File: src/rtl/gaussian_pkg.sv
// Shared types and constants for the gaussian AFU.
// Holds the read-scheduler state encoding and its default credit depth.
package gaussian_pkg;

  localparam int RD_SCHED_MAX_OUTSTANDING = 64;

  typedef enum logic [1:0] {
    RD_IDLE  = 2'd0,
    RD_ISSUE = 2'd1,
    RD_DRAIN = 2'd2,
    RD_DONE  = 2'd3
  } t_rd_sched_state;

endpackage

File: src/rtl/gaussian_credit_counter.sv
// Saturating up/down credit counter with limit compare and underflow detect.
// Count updates one cycle after inc/dec; a dec at zero is flagged and dropped.
module gaussian_credit_counter #(
  parameter int MAX   = 64,
  parameter int CNT_W = $clog2(MAX) + 1
) (
  input  logic             clk,
  input  logic             reset,
  input  logic             inc,
  input  logic             dec,
  output logic [CNT_W-1:0] count,
  output logic             belowLimit,
  output logic             underflow
);

  localparam logic [CNT_W-1:0] LIMIT = CNT_W'(MAX);

  logic decEff;

  assign underflow  = dec && (count == '0);
  assign decEff     = dec && !underflow;
  assign belowLimit = (count < LIMIT);

  // Coincident inc and accepted dec cancel; an underflowing dec never cancels an inc.
  always_ff @(posedge clk or negedge reset) begin
    if (!reset) begin
      count <= '0;
    end else begin
      case ({inc, decEff})
        2'b10:   if (count != LIMIT) count <= count + CNT_W'(1);
        2'b01:   count <= count - CNT_W'(1);
        default: count <= count;
      endcase
    end
  end

endmodule

File: src/rtl/gaussian_rd_scheduler.sv
// Walks a contiguous line buffer issuing one c0 read per line, gated by almfull and read credits.
// First request two cycles after start; done pulses two cycles after the final response.
module gaussian_rd_scheduler
  import gaussian_pkg::*;
#(
  parameter int ADDR_W          = 42,
  parameter int LEN_W           = 32,
  parameter int MAX_OUTSTANDING = RD_SCHED_MAX_OUTSTANDING,
  parameter int MDATA_W         = 16
) (
  input  logic                             clk,
  input  logic                             reset,
  input  logic                             start,
  input  logic [ADDR_W-1:0]                base_addr,
  input  logic [LEN_W-1:0]                 num_lines,
  input  logic                             c0_almfull,
  output logic                             rd_req_valid,
  output logic [ADDR_W-1:0]                rd_req_addr,
  output logic [MDATA_W-1:0]               rd_req_mdata,
  input  logic                             rd_rsp_valid,
  output logic                             busy,
  output logic                             done,
  output logic [$clog2(MAX_OUTSTANDING):0] outstanding,
  output logic                             err_unexpected_rsp
);

  localparam int CNT_W = $clog2(MAX_OUTSTANDING) + 1;

  t_rd_sched_state state, stateNext;

  logic [ADDR_W-1:0] baseAddr;
  logic [LEN_W-1:0]  numLines;
  logic [LEN_W-1:0]  issued;
  logic [LEN_W-1:0]  received;
  logic [LEN_W-1:0]  receivedNext;
  logic              startAccept;
  logic              issueFire;
  logic              lastIssue;
  logic              rspCounted;
  logic              belowLimit;
  logic              underflow;

  gaussian_credit_counter #(
    .MAX   (MAX_OUTSTANDING),
    .CNT_W (CNT_W)
  ) outstandingCtr (
    .clk        (clk),
    .reset      (reset),
    .inc        (issueFire),
    .dec        (rd_rsp_valid),
    .count      (outstanding),
    .belowLimit (belowLimit),
    .underflow  (underflow)
  );

  assign busy         = (state != RD_IDLE);
  assign startAccept  = (state == RD_IDLE) && start;
  assign issueFire    = (state == RD_ISSUE) && !c0_almfull && belowLimit && (issued < numLines);
  assign lastIssue    = issueFire && ((issued + LEN_W'(1)) == numLines);
  assign rspCounted   = rd_rsp_valid && !underflow;
  assign receivedNext = received + LEN_W'(rspCounted);

  // DRAIN looks at the count including this cycle's response so done lands two cycles later.
  always_comb begin
    stateNext = state;
    case (state)
      RD_IDLE:  if (start) stateNext = (num_lines == '0) ? RD_DONE : RD_ISSUE;
      RD_ISSUE: if (lastIssue) stateNext = RD_DRAIN;
      RD_DRAIN: if (receivedNext == numLines) stateNext = RD_DONE;
      RD_DONE:  if (done) stateNext = RD_IDLE;
      default:  stateNext = RD_IDLE;
    endcase
  end

  always_ff @(posedge clk or negedge reset) begin
    if (!reset) begin
      state              <= RD_IDLE;
      baseAddr           <= '0;
      numLines           <= '0;
      issued             <= '0;
      received           <= '0;
      done               <= 1'b0;
      err_unexpected_rsp <= 1'b0;
      rd_req_valid       <= 1'b0;
      rd_req_addr        <= '0;
      rd_req_mdata       <= '0;
    end else begin
      state        <= stateNext;
      // DONE holds two cycles: the first arms the pulse, the second presents it.
      done         <= (state == RD_DONE) && !done;
      rd_req_valid <= issueFire;

      if (issueFire) begin
        rd_req_addr  <= baseAddr + ADDR_W'(issued);
        rd_req_mdata <= issued[MDATA_W-1:0];
        issued       <= issued + LEN_W'(1);
      end

      if (startAccept) begin
        baseAddr           <= base_addr;
        numLines           <= num_lines;
        issued             <= '0;
        received           <= '0;
        err_unexpected_rsp <= 1'b0;
      end else if (rspCounted) begin
        received <= receivedNext;
      end

      if (underflow) err_unexpected_rsp <= 1'b1;
    end
  end

endmodule

File: config.mk
export PLATFORM = sky130hd
export DESIGN_NAME = gaussian_rd_scheduler
export DESIGN_NICKNAME = d
export VERILOG_FILES = /design/src/rtl/gaussian_pkg.sv /design/src/rtl/gaussian_credit_counter.sv /design/src/rtl/gaussian_rd_scheduler.sv
export SDC_FILE = /design/constraint.sdc
export NUM_CORES = 1
export LEC_CHECK = 0
export CORE_MARGIN = 3
export CORE_UTILIZATION = 40
export CTS_CLUSTER_SIZE = 8
export DETAILED_ROUTE_END_ITERATION = 16
export DONT_BUFFER_PORTS = 1
export PLACE_DENSITY = 0.65
export SETUP_SLACK_MARGIN = 0.15
export SLEW_MARGIN = 20
export SYNTH_ARGS = -nofsm -noshare
export SYNTH_HDL_FRONTEND = slang
export SYNTH_SLANG_ARGS = --single-unit
File: constraint.sdc
create_clock -name clk -period 8.6 [get_ports clk]
set_input_delay 0 -clock clk [delete_from_list [all_inputs] [get_ports clk]]
set_output_delay 0 -clock clk [all_outputs]
set_load 0.005 [all_outputs]
==> results_dict.tcl, run 1 <==
set metrics [dict create \
    synthTopCellsByCount "323 x nand2_1, 208 x dfrtp_1, 124 x o21ai_0" \
    gp_congestion 0.985 \
    cts.sinks 208 \
    status "finished, final reports clean" \
    crit_type "reg -> reg" \
    rows 66 \
    fin_setup_tns_ns 0 \
    grt_antenna_before_repair 0 \
    dp_worst_setup_slack_ns 3.72 \
    grt_first_pass_wirelength_um 62000 \
    critPathTopFamily "simple AND/OR/NAND/NOR gates" \
    placedCellCount 1940 \
    pin_count 148 \
    power_mw 4.17 \
    finalNetCount 1780 \
    cts_buffer_depth 3 \
    drt-initial-drc-count 922 \
    fin_cells 2063 \
    synth_area_per_cell_um2 8.48 \
    via_per_inst 5.57 \
    yosysWarnings 0 \
    synth_cell_types 64 \
    ant_nets 0 \
    p_leak_nw 6.96 \
    yosysTopAreaCell "dfrtp_1" \
    dr.pass1.iters 7 \
    fp.dieH_um 188 \
    fill_cells 3193 \
    numCtsBuffers 29 \
    drc_errors 0 \
    worstPathMaxFanout 18 \
    max_stage_delay_ns 0.94 \
    worstPathRequired_ns 9.03 \
    dp.final_hpwl_um 27600 \
    post_cts_resized 0 \
    root_buffer "clkbuf_16" \
    cts_hold_buf 92 \
    setup_ws_ns 3.54 \
    relSlewSlack_pct 22.4 \
    io_buffers 0 \
    cts_setup_buffers 0 \
    worst_ep_arrival_time_ns 5.49 \
    wl_um 38700 \
    cts.htree.levels 1 \
    reg2reg_slack_ns 3.54 \
    synth_most_common_cell "nand2_1" \
    syn_nets 1721 \
    yosys-top-cells-area "dfrtp_1 39%, nand2_1 9.1%, ha_1 7.3%" \
    cts_tree "built" \
    grt_max_degree 209 \
    dieArea_um2 35400 \
    start_util_pct 40.6 \
    cp_cell_sequence "nor4_1, nand2_1, o21ai_1, buf_4, inv_1, ha_1, ha_1, nand3_1, nor4_1, nand4_1, xnor2_1, or4_1, nor4_1, a41o_1, nand2_1, mux2_4" \
    ys_seq_elements 208 \
    grtUsageTotal_pct 21.5 \
    synth-async-reset-ratio_pct 100 \
    timing.hold.ws_ns 0.0248 \
    clk_pin_slew_ns 0.05 \
    finalSetupViolCount 0 \
    placed_area_um2 13600 \
    die_w_um 188 \
    drive_gt1_share_pct 3.82 \
    endpoint_kind "register" \
    critPathLaunchType "register" \
    final_core_util_pct 46.9 \
    synth_ff_type "dfrtp_1" \
    peakVddDrop_mv 0.168 \
    critPathBufInv 2 \
    wl_per_cell_um 18.7 \
    finalCritPeriodShare_pct 58.8 \
    synthCells 1563 \
    synth_top_area_share_pct 39.3 \
    drv_slew 0 \
    tightestPinTransition_ns 1.15 \
    cp_slowest_cell "nor4_1" \
    core_um2 32600 \
    syn2layout_area_growth_pct 15.5 \
    seq_area_frac_synth_pct 39.3 \
    fmax_mhz 198 \
    drv_cap 0 \
    diodes 0 \
    p_per_area_nw_per_um2 272 \
    synth_edf_count 0 \
    clock_latency_ns 0.55 \
    hold_violations 0 \
    synth_area_um2 13300 \
    min_period_ns 5.06 \
    grt_pass1_vias 11421 \
    rsz0062_at_grt "false" \
    fin_skew_ns 0.0142 \
    fin_area_um2 15300 \
    via_count 11482 \
    overflow 0 \
    hp-class "in -> reg" \
    cpMostUsedCell "nor4_1" \
]
## cell families after synthesis
| logic type | after synthesis | share of synthesized area (%) |
|---|---|---|
| flops | 208 | 39.3 |
| mux | 10 | 0.840 |
| compound gates | 308 | 14.2 |
| buf+inv | 128 | 3.72 |
| simple gates | 660 | 23.2 |
| fa+ha+maj | 79 | 7.57 |
| xor+xnor | 170 | 11.2 |
## cell usage in the layout, fill, tap and decap left out, drive strengths merged, types with 41 or more instances in the layout
master / instances
a21oi: 65
nor2: 97
dlygate4sd3: 91
o21ai: 125
nand3: 41
xor2: 80
ha: 77
dfrtp: 208
inv: 57
xnor2: 90
nand2: 323
## tightest hold or removal path, stage by stage
cell and delay, ns:
nor4_1 0.08, nand4_1 0.10, o21ai_0 0.08, mux2_4 0.26
## power breakdown
part           total, mW  internal, mW  switching [mW]
Sequential          1.62          1.29           0.336
Clock               1.00         0.589           0.415
Combinational       1.54         0.643           0.898
## path summary, 6_finish.rpt
path                                               to  depth (start not counted)                                 from
hold reg to reg              baseAddr[29]$_DFFE_PN0P_                          2             baseAddr[29]$_DFFE_PN0P_
max in group asynchronous  rd_req_addr[8]$_DFFE_PN0P_                          3                                reset
setup / recovery                 state[1]$_DFFE_PN0P_                         16  outstandingCtr.count[2]$_DFFE_PN0P_
hold / removal                   state[1]$_DFFE_PN0P_                          4                        num_lines[14]
min in group asynchronous    received[30]$_DFFE_PN0P_                          2                                reset
setup reg to reg                 state[1]$_DFFE_PN0P_                         16  outstandingCtr.count[2]$_DFFE_PN0P_
## sequential cells by signal (all words and copies together), names as in the netlist
register,flops
outstandingCtr.count,7
issued,32
rd_req_mdata,16
state,2
rd_req_valid,1
baseAddr,42
err_unexpected_rsp,1
rd_req_addr,42
numLines,32
done,1
received,32
## per-layer routing
metal / part of all wire (%) / vias to the layer above / wire, um / GRT usage (%)
li1: - / 5512 / - / -
met1: 44 / 5579 / 16900 / 28.9
met2: 47 / 318 / 18000 / 34.7
met3: 6.2 / 73 / 2410 / 4.11
met4: 3.3 / 0 / 1280 / 7.59
met5: 0 / - / 0 / 0
## final cells by class
class	instances	area (um2)	area share, %
flip-flops and latches	208	5200	34.0
multi-input cells	1227	7570	49.4
inverters	57	214	1.40
clock inverters	1	20.0	0.131
well taps	442	553	3.61
repair buffers	99	1030	6.71
clock buffers	29	726	4.74
Power figures use the tool's default switching activity.
==> inputs of run 2 (changes only) <==
==> constraint.sdc (replaced) <==
create_clock -name clk -period 5.2 [get_ports clk]
set_input_delay 0 -clock clk [delete_from_list [all_inputs] [get_ports clk]]
set_output_delay 0 -clock clk [all_outputs]
set_load 0.005 [all_outputs]
==> run 2 against run 1 <==
Net effect: sequential power is 64% higher; final area up 1.2%; sequential share of layout area fell by 0.41 points.
==> results_dict.tcl, run 2 (synthesized netlist as in run 1, its figures left out) <==
set metrics [dict create \
    placedCellCount 1943 \
    fin_cells 2083 \
    overflow 0 \
    cts.htree.levels 1 \
    syn2layout_area_growth_pct 16.9 \
    tightestPinTransition_ns 1.11 \
    finalNetCount 1794 \
    relSlewSlack_pct 25.3 \
    fp.dieH_um 188 \
    clock_latency_ns 0.55 \
    gp_congestion 0.935 \
    worstPathMaxFanout 18 \
    power_mw 7.01 \
    cts_tree "built" \
    grtUsageTotal_pct 21.5 \
    final_cell_mix "323 x nand2_1, 208 x dfrtp_1, 124 x o21ai_0" \
    reg2reg_depth 16 \
    drt-initial-drc-count 856 \
    grt_antenna_before_repair 0 \
    hp-class "in -> reg" \
    drive_gt1_share_pct 4.14 \
    drv_cap 0 \
    worst_ep_arrival_time_ns 5.01 \
    fmax_mhz 218 \
    grt_max_degree 209 \
    status "finished, final reports clean" \
    p_leak_nw 7.06 \
    dieArea_um2 35400 \
    cts_buffer_depth 3 \
    diodes 0 \
    endpoint_kind "register" \
    rows 66 \
    io_buffers 0 \
    crit_type "reg -> reg" \
    grt_pass1_vias 11413 \
    via_per_inst 5.51 \
    core_um2 32600 \
    root_buffer "clkbuf_16" \
    top_regs "baseAddr x42, rd_req_addr x42" \
    fin_skew_ns 0.0101 \
    drv_slew 0 \
    drc_errors 0 \
    finalCritPeriodShare_pct 88.1 \
    min_period_ns 4.58 \
    ant_nets 0 \
    worstHoldPathCells 4 \
    via_count 11470 \
    start_util_pct 40.6 \
    numCtsBuffers 30 \
    dp.final_hpwl_um 27600 \
    fill_cells 3098 \
    hold_violations 0 \
    cts.sinks 208 \
    wl_per_cell_um 18.5 \
    p_per_area_nw_per_um2 452 \
    peakVddDrop_mv 0.273 \
    worstPathRequired_ns 5.63 \
    grt_first_pass_wirelength_um 62400 \
    rsz0062_at_grt "false" \
    fin_setup_tns_ns 0 \
    pin_count 148 \
    wl_um 38500 \
    critPathLaunchType "register" \
    dr.pass1.iters 5 \
    final_common_cell "nand2_1" \
    finalSetupViolCount 0 \
    clk_pin_slew_ns 0.05 \
    die_w_um 188 \
]
run 2: through the flow:
stage | area, um2 | hold slack [ns] | setup slack [ns] | utilization [%]
2_1_floorplan | 13300 | -0.296 | 1.01 | -
3_3_place_gp | 13600 | -0.282 | 0.903 | 41.8
3_5_place_dp | 13600 | -0.283 | 0.721 | 41.8
4_1_cts | 15500 | 0.00443 | 0.698 | 47.4
5_1_grt | 15500 | 0.0347 | 0.314 | 47.5
6_report | 15500 | 0.0111 | 0.619 | 47.5
run 2: worst paths after layout:
| check | startpoint | endpoint | slack, ns |
|---|---|---|---|
| setup / recovery | outstandingCtr.count[2]$_DFFE_PN0P_ | state[1]$_DFFE_PN0P_ | 0.62 |
| hold / removal | num_lines[25] | state[1]$_DFFE_PN0P_ | 0.01 |
| setup reg to reg | outstandingCtr.count[2]$_DFFE_PN0P_ | state[1]$_DFFE_PN0P_ | 0.62 |
| hold reg to reg | baseAddr[24]$_DFFE_PN0P_ | baseAddr[24]$_DFFE_PN0P_ | 0.49 |
| max in group asynchronous | reset | rd_req_addr[25]$_DFFE_PN0P_ | 4.24 |
| min in group asynchronous | reset | received[30]$_DFFE_PN0P_ | 0.04 |
run 2: cell type report:
cell class | count | area, um2 | share of cell area, %
clock buffers | 36 | 793 | 5.12
clock inverters | 1 | 16.3 | 0.105
inverters | 57 | 214 | 1.38
multi-input cells | 1227 | 7570 | 48.8
flip-flops and latches | 208 | 5200 | 33.6
well taps | 442 | 553 | 3.57
repair buffers | 112 | 1150 | 7.42
run 2: metal layers:
layer	part of all wire [%]	global-route usage, %	vias up
met5	0	0	-
met4	1.8	4.59	0
li1	-	-	5558
met1	44	29.4	5530
met3	6.3	3.87	41
met2	48	36.0	341
run 2: timing repair:
item	CTS	global route
hold buffers	102	0
endpoints found under the hold margin	296	0
setup buffers	0	0
resized for setup	0	0
run 2: critical path: stages (launching register included):
cell     delay (ns)
dfrtp_1        0.43
nor4_1         0.12
nand2_1        0.10
o21ai_1        0.06
buf_4          0.20
inv_1          0.09
ha_1           0.16
ha_1           0.22
nand3_1        0.23
nor4_1         0.99
nand4_1        0.30
xnor2_1        0.20
or4_1          0.49
nor4_1         0.25
a41o_1         0.21
nand2_1        0.09
mux2_4         0.32
run 2: power by group:
group | total, mW | switching, mW | internal (mW) | leakage [nW]
clock network | 1.73 | 0.682 | 1.05 | 0.396
registers | 2.66 | 0.528 | 2.13 | 2.71
logic | 2.62 | 1.51 | 1.12 | 3.95
total | 7.01 | 2.72 | 4.29 | 7.06
==> inputs of run 3 (changes only) <==
--- a/config.mk
+++ b/config.mk
@@ -7,10 +7,12 @@
 export LEC_CHECK = 0
 export CORE_MARGIN = 3
 export CORE_UTILIZATION = 40
+export CTS_CLUSTER_DIAMETER = 100
 export CTS_CLUSTER_SIZE = 8
 export DETAILED_ROUTE_END_ITERATION = 16
 export DONT_BUFFER_PORTS = 1
 export PLACE_DENSITY = 0.65
+export RECOVER_POWER = 25
 export SETUP_SLACK_MARGIN = 0.15
 export SLEW_MARGIN = 20
 export SYNTH_ARGS = -nofsm -noshare
==> run 3 against run 2 <==
Net effect: the run now ends with hold timing, capacitance limit, slew limit left; sequential power hardly changed; routed wire length is 0.72% higher; highest routed layer unchanged; setup slack better by 0.011 ns; combinational power is 3% higher; largest cell class unchanged.
==> results_dict.tcl, run 3 (synthesized netlist as in run 1, its figures left out) <==
set metrics [dict create \
    finalSetupViolCount 0 \
    drc_errors 0 \
    drv_cap 1 \
    p_leak_nw 7.06 \
    min_period_ns 4.57 \
    top_regs "baseAddr x42, rd_req_addr x42" \
    root_buffer "clkbuf_16" \
    fp.dieH_um 188 \
    drt-initial-drc-count 857 \
    drv_slew 99 \
    die_w_um 188 \
    dieArea_um2 35400 \
    sw_frac_of_total_pct 39.2 \
    hold_violations 1 \
    hold_path_startpoint "start" \
    dr.pass1.iters 5 \
    fill_cells 3107 \
    syn2layout_area_growth_pct 16.9 \
    setup_ws_ns 0.630 \
    finalNetCount 1801 \
    post_cts_resized 0 \
    io_buffers 0 \
    status "complete, but fails checks" \
    worst_ep_arrival_time_ns 5.01 \
    cts.sinks 208 \
    p_int_mw 4.27 \
    p_seq_share_pct 37.9 \
    p_switching_mw 2.75 \
    relSlewSlack_pct -69.4 \
    critPathLaunchType "register" \
    wl_per_cell_um 18.6 \
    reg2reg_depth 16 \
    gp_congestion 0.935 \
    whs_endpoint "err_unexpected_rsp$_DFFE_PN0P_" \
    fin_setup_tns_ns 0 \
    tightestPinTransition_ns 2.54 \
    timing.hold.ws_ns -0.00262 \
    crit_type "reg -> reg" \
    via_per_inst 5.53 \
    fin_skew_ns 0.00986 \
    power_mw 7.01 \
    r2r-end "state[1]$_DFFE_PN0P_" \
    wl_um 38800 \
    diodes 0 \
    numCtsBuffers 29 \
    worstPathMaxFanout 18 \
    ant_nets 0 \
    core_um2 32600 \
    rsz0062_at_grt "false" \
    clkPwrFrac_pct 23.8 \
    final_common_cell "nand2_1" \
    dp_worst_setup_slack_ns 0.721 \
    final_cell_mix "323 x nand2_1, 208 x dfrtp_1, 124 x o21ai_0" \
    grt_max_degree 209 \
    clk_pin_slew_ns 0.06 \
    grt_pass1_vias 11492 \
    hp-class "in -> reg" \
    r2r_start "outstandingCtr.count[2]$_DFFE_PN0P_" \
    cts.htree.levels 1 \
    grt_first_pass_wirelength_um 62800 \
    pwr-share-comb_pct 38.3 \
    cts_setup_buffers 0 \
    worstHoldPathCells 4 \
    endpoint_kind "register" \
    grt_antenna_before_repair 0 \
    via_count 11530 \
    start_util_pct 40.6 \
    rows 66 \
    overflow 0 \
    reg2reg_slack_ns 0.63 \
    grtUsageTotal_pct 21.7 \
    dp.final_hpwl_um 27600 \
    clock_latency_ns 0.56 \
    pin_count 148 \
    finalCritPeriodShare_pct 87.9 \
    cts_buffer_depth 3 \
    worstPathRequired_ns 5.64 \
    peakVddDrop_mv 0.306 \
    fmax_mhz 219 \
    p_per_area_nw_per_um2 453 \
    cts_tree "built" \
    violations "hold timing, capacitance limit, slew limit" \
    drive_gt1_share_pct 3.96 \
]
run 3: how the worst max path moves through the flow:
stage                                         from                                  end  cells past startpoint
3_5_place_dp   outstandingCtr.count[2]$_DFFE_PN0P_                 state[1]$_DFFE_PN0P_                     16
5_1_grt        outstandingCtr.count[3]$_DFFE_PN0P_                 state[1]$_DFFE_PN0P_                     16
3_3_place_gp   outstandingCtr.count[2]$_DFFE_PN0P_                 state[1]$_DFFE_PN0P_                     16
2_1_floorplan              numLines[1]$_DFFE_PN0P_  outstandingCtr.count[6]$_DFFE_PN0P_                     21
4_1_cts        outstandingCtr.count[2]$_DFFE_PN0P_                 state[1]$_DFFE_PN0P_                     16
6_report       outstandingCtr.count[2]$_DFFE_PN0P_                 state[1]$_DFFE_PN0P_                     16
run 3: power by group through the flow:
| stage | registers, mW | clock network [mW] | logic (mW) |
|---|---|---|---|
| final | 2.66 | 1.67 | 2.69 |
| after global routing | 2.72 | 1.78 | 3.04 |
| after CTS | 2.66 | 1.71 | 2.67 |
| after detailed placement | 2.68 | 0 | 2.37 |
| after global placement | 2.67 | 0 | 2.31 |
| after floorplan | 2.49 | 0 | 1.84 |
run 3: cell type report:
| class | count | area, um2 | area share, % |
|---|---|---|---|
| Clock buffer | 29 | 726 | 4.68 |
| Multi-Input combinational cell | 1227 | 7570 | 48.8 |
| Inverter | 57 | 214 | 1.38 |
| Clock inverter | 1 | 20.0 | 0.129 |
| Tap cell | 442 | 553 | 3.57 |
| Timing Repair Buffer | 120 | 1210 | 7.79 |
| Sequential cell | 208 | 5200 | 33.6 |
run 3: worst max-delay path, stage by stage (launching register included):
cell     delay (ns)
dfrtp_1        0.43
nor4_1         0.12
nand2_1        0.10
o21ai_1        0.06
buf_4          0.20
inv_1          0.09
ha_1           0.17
ha_1           0.22
nand3_1        0.23
nor4_1         0.99
nand4_1        0.29
xnor2_1        0.19
or4_1          0.49
nor4_1         0.25
a41o_1         0.21
nand2_1        0.09
mux2_4         0.32
run 3: repair_timing:
| item | 4_1_cts | 5_1_grt |
|---|---|---|
| hold buffers | 110 | 0 |
| hold endpoints to repair | 296 | 0 |
| setup endpoints to repair | 0 | 0 |
run 3: metrics by stage:
stage,instances,util (%),area (um2)
after floorplan,1563,-,13300
after global placement,1943,41.8,13600
after detailed placement,1943,41.8,13600
after CTS,2083,47.5,15500
after global routing,2084,47.5,15500
final,2084,47.5,15500
run 3: metal layers:
metal,global-route usage (%),wire length (um)
met1,29.5,17000
met2,36.2,18600
met3,4.09,2360
met4,4.88,816
met5,0,0
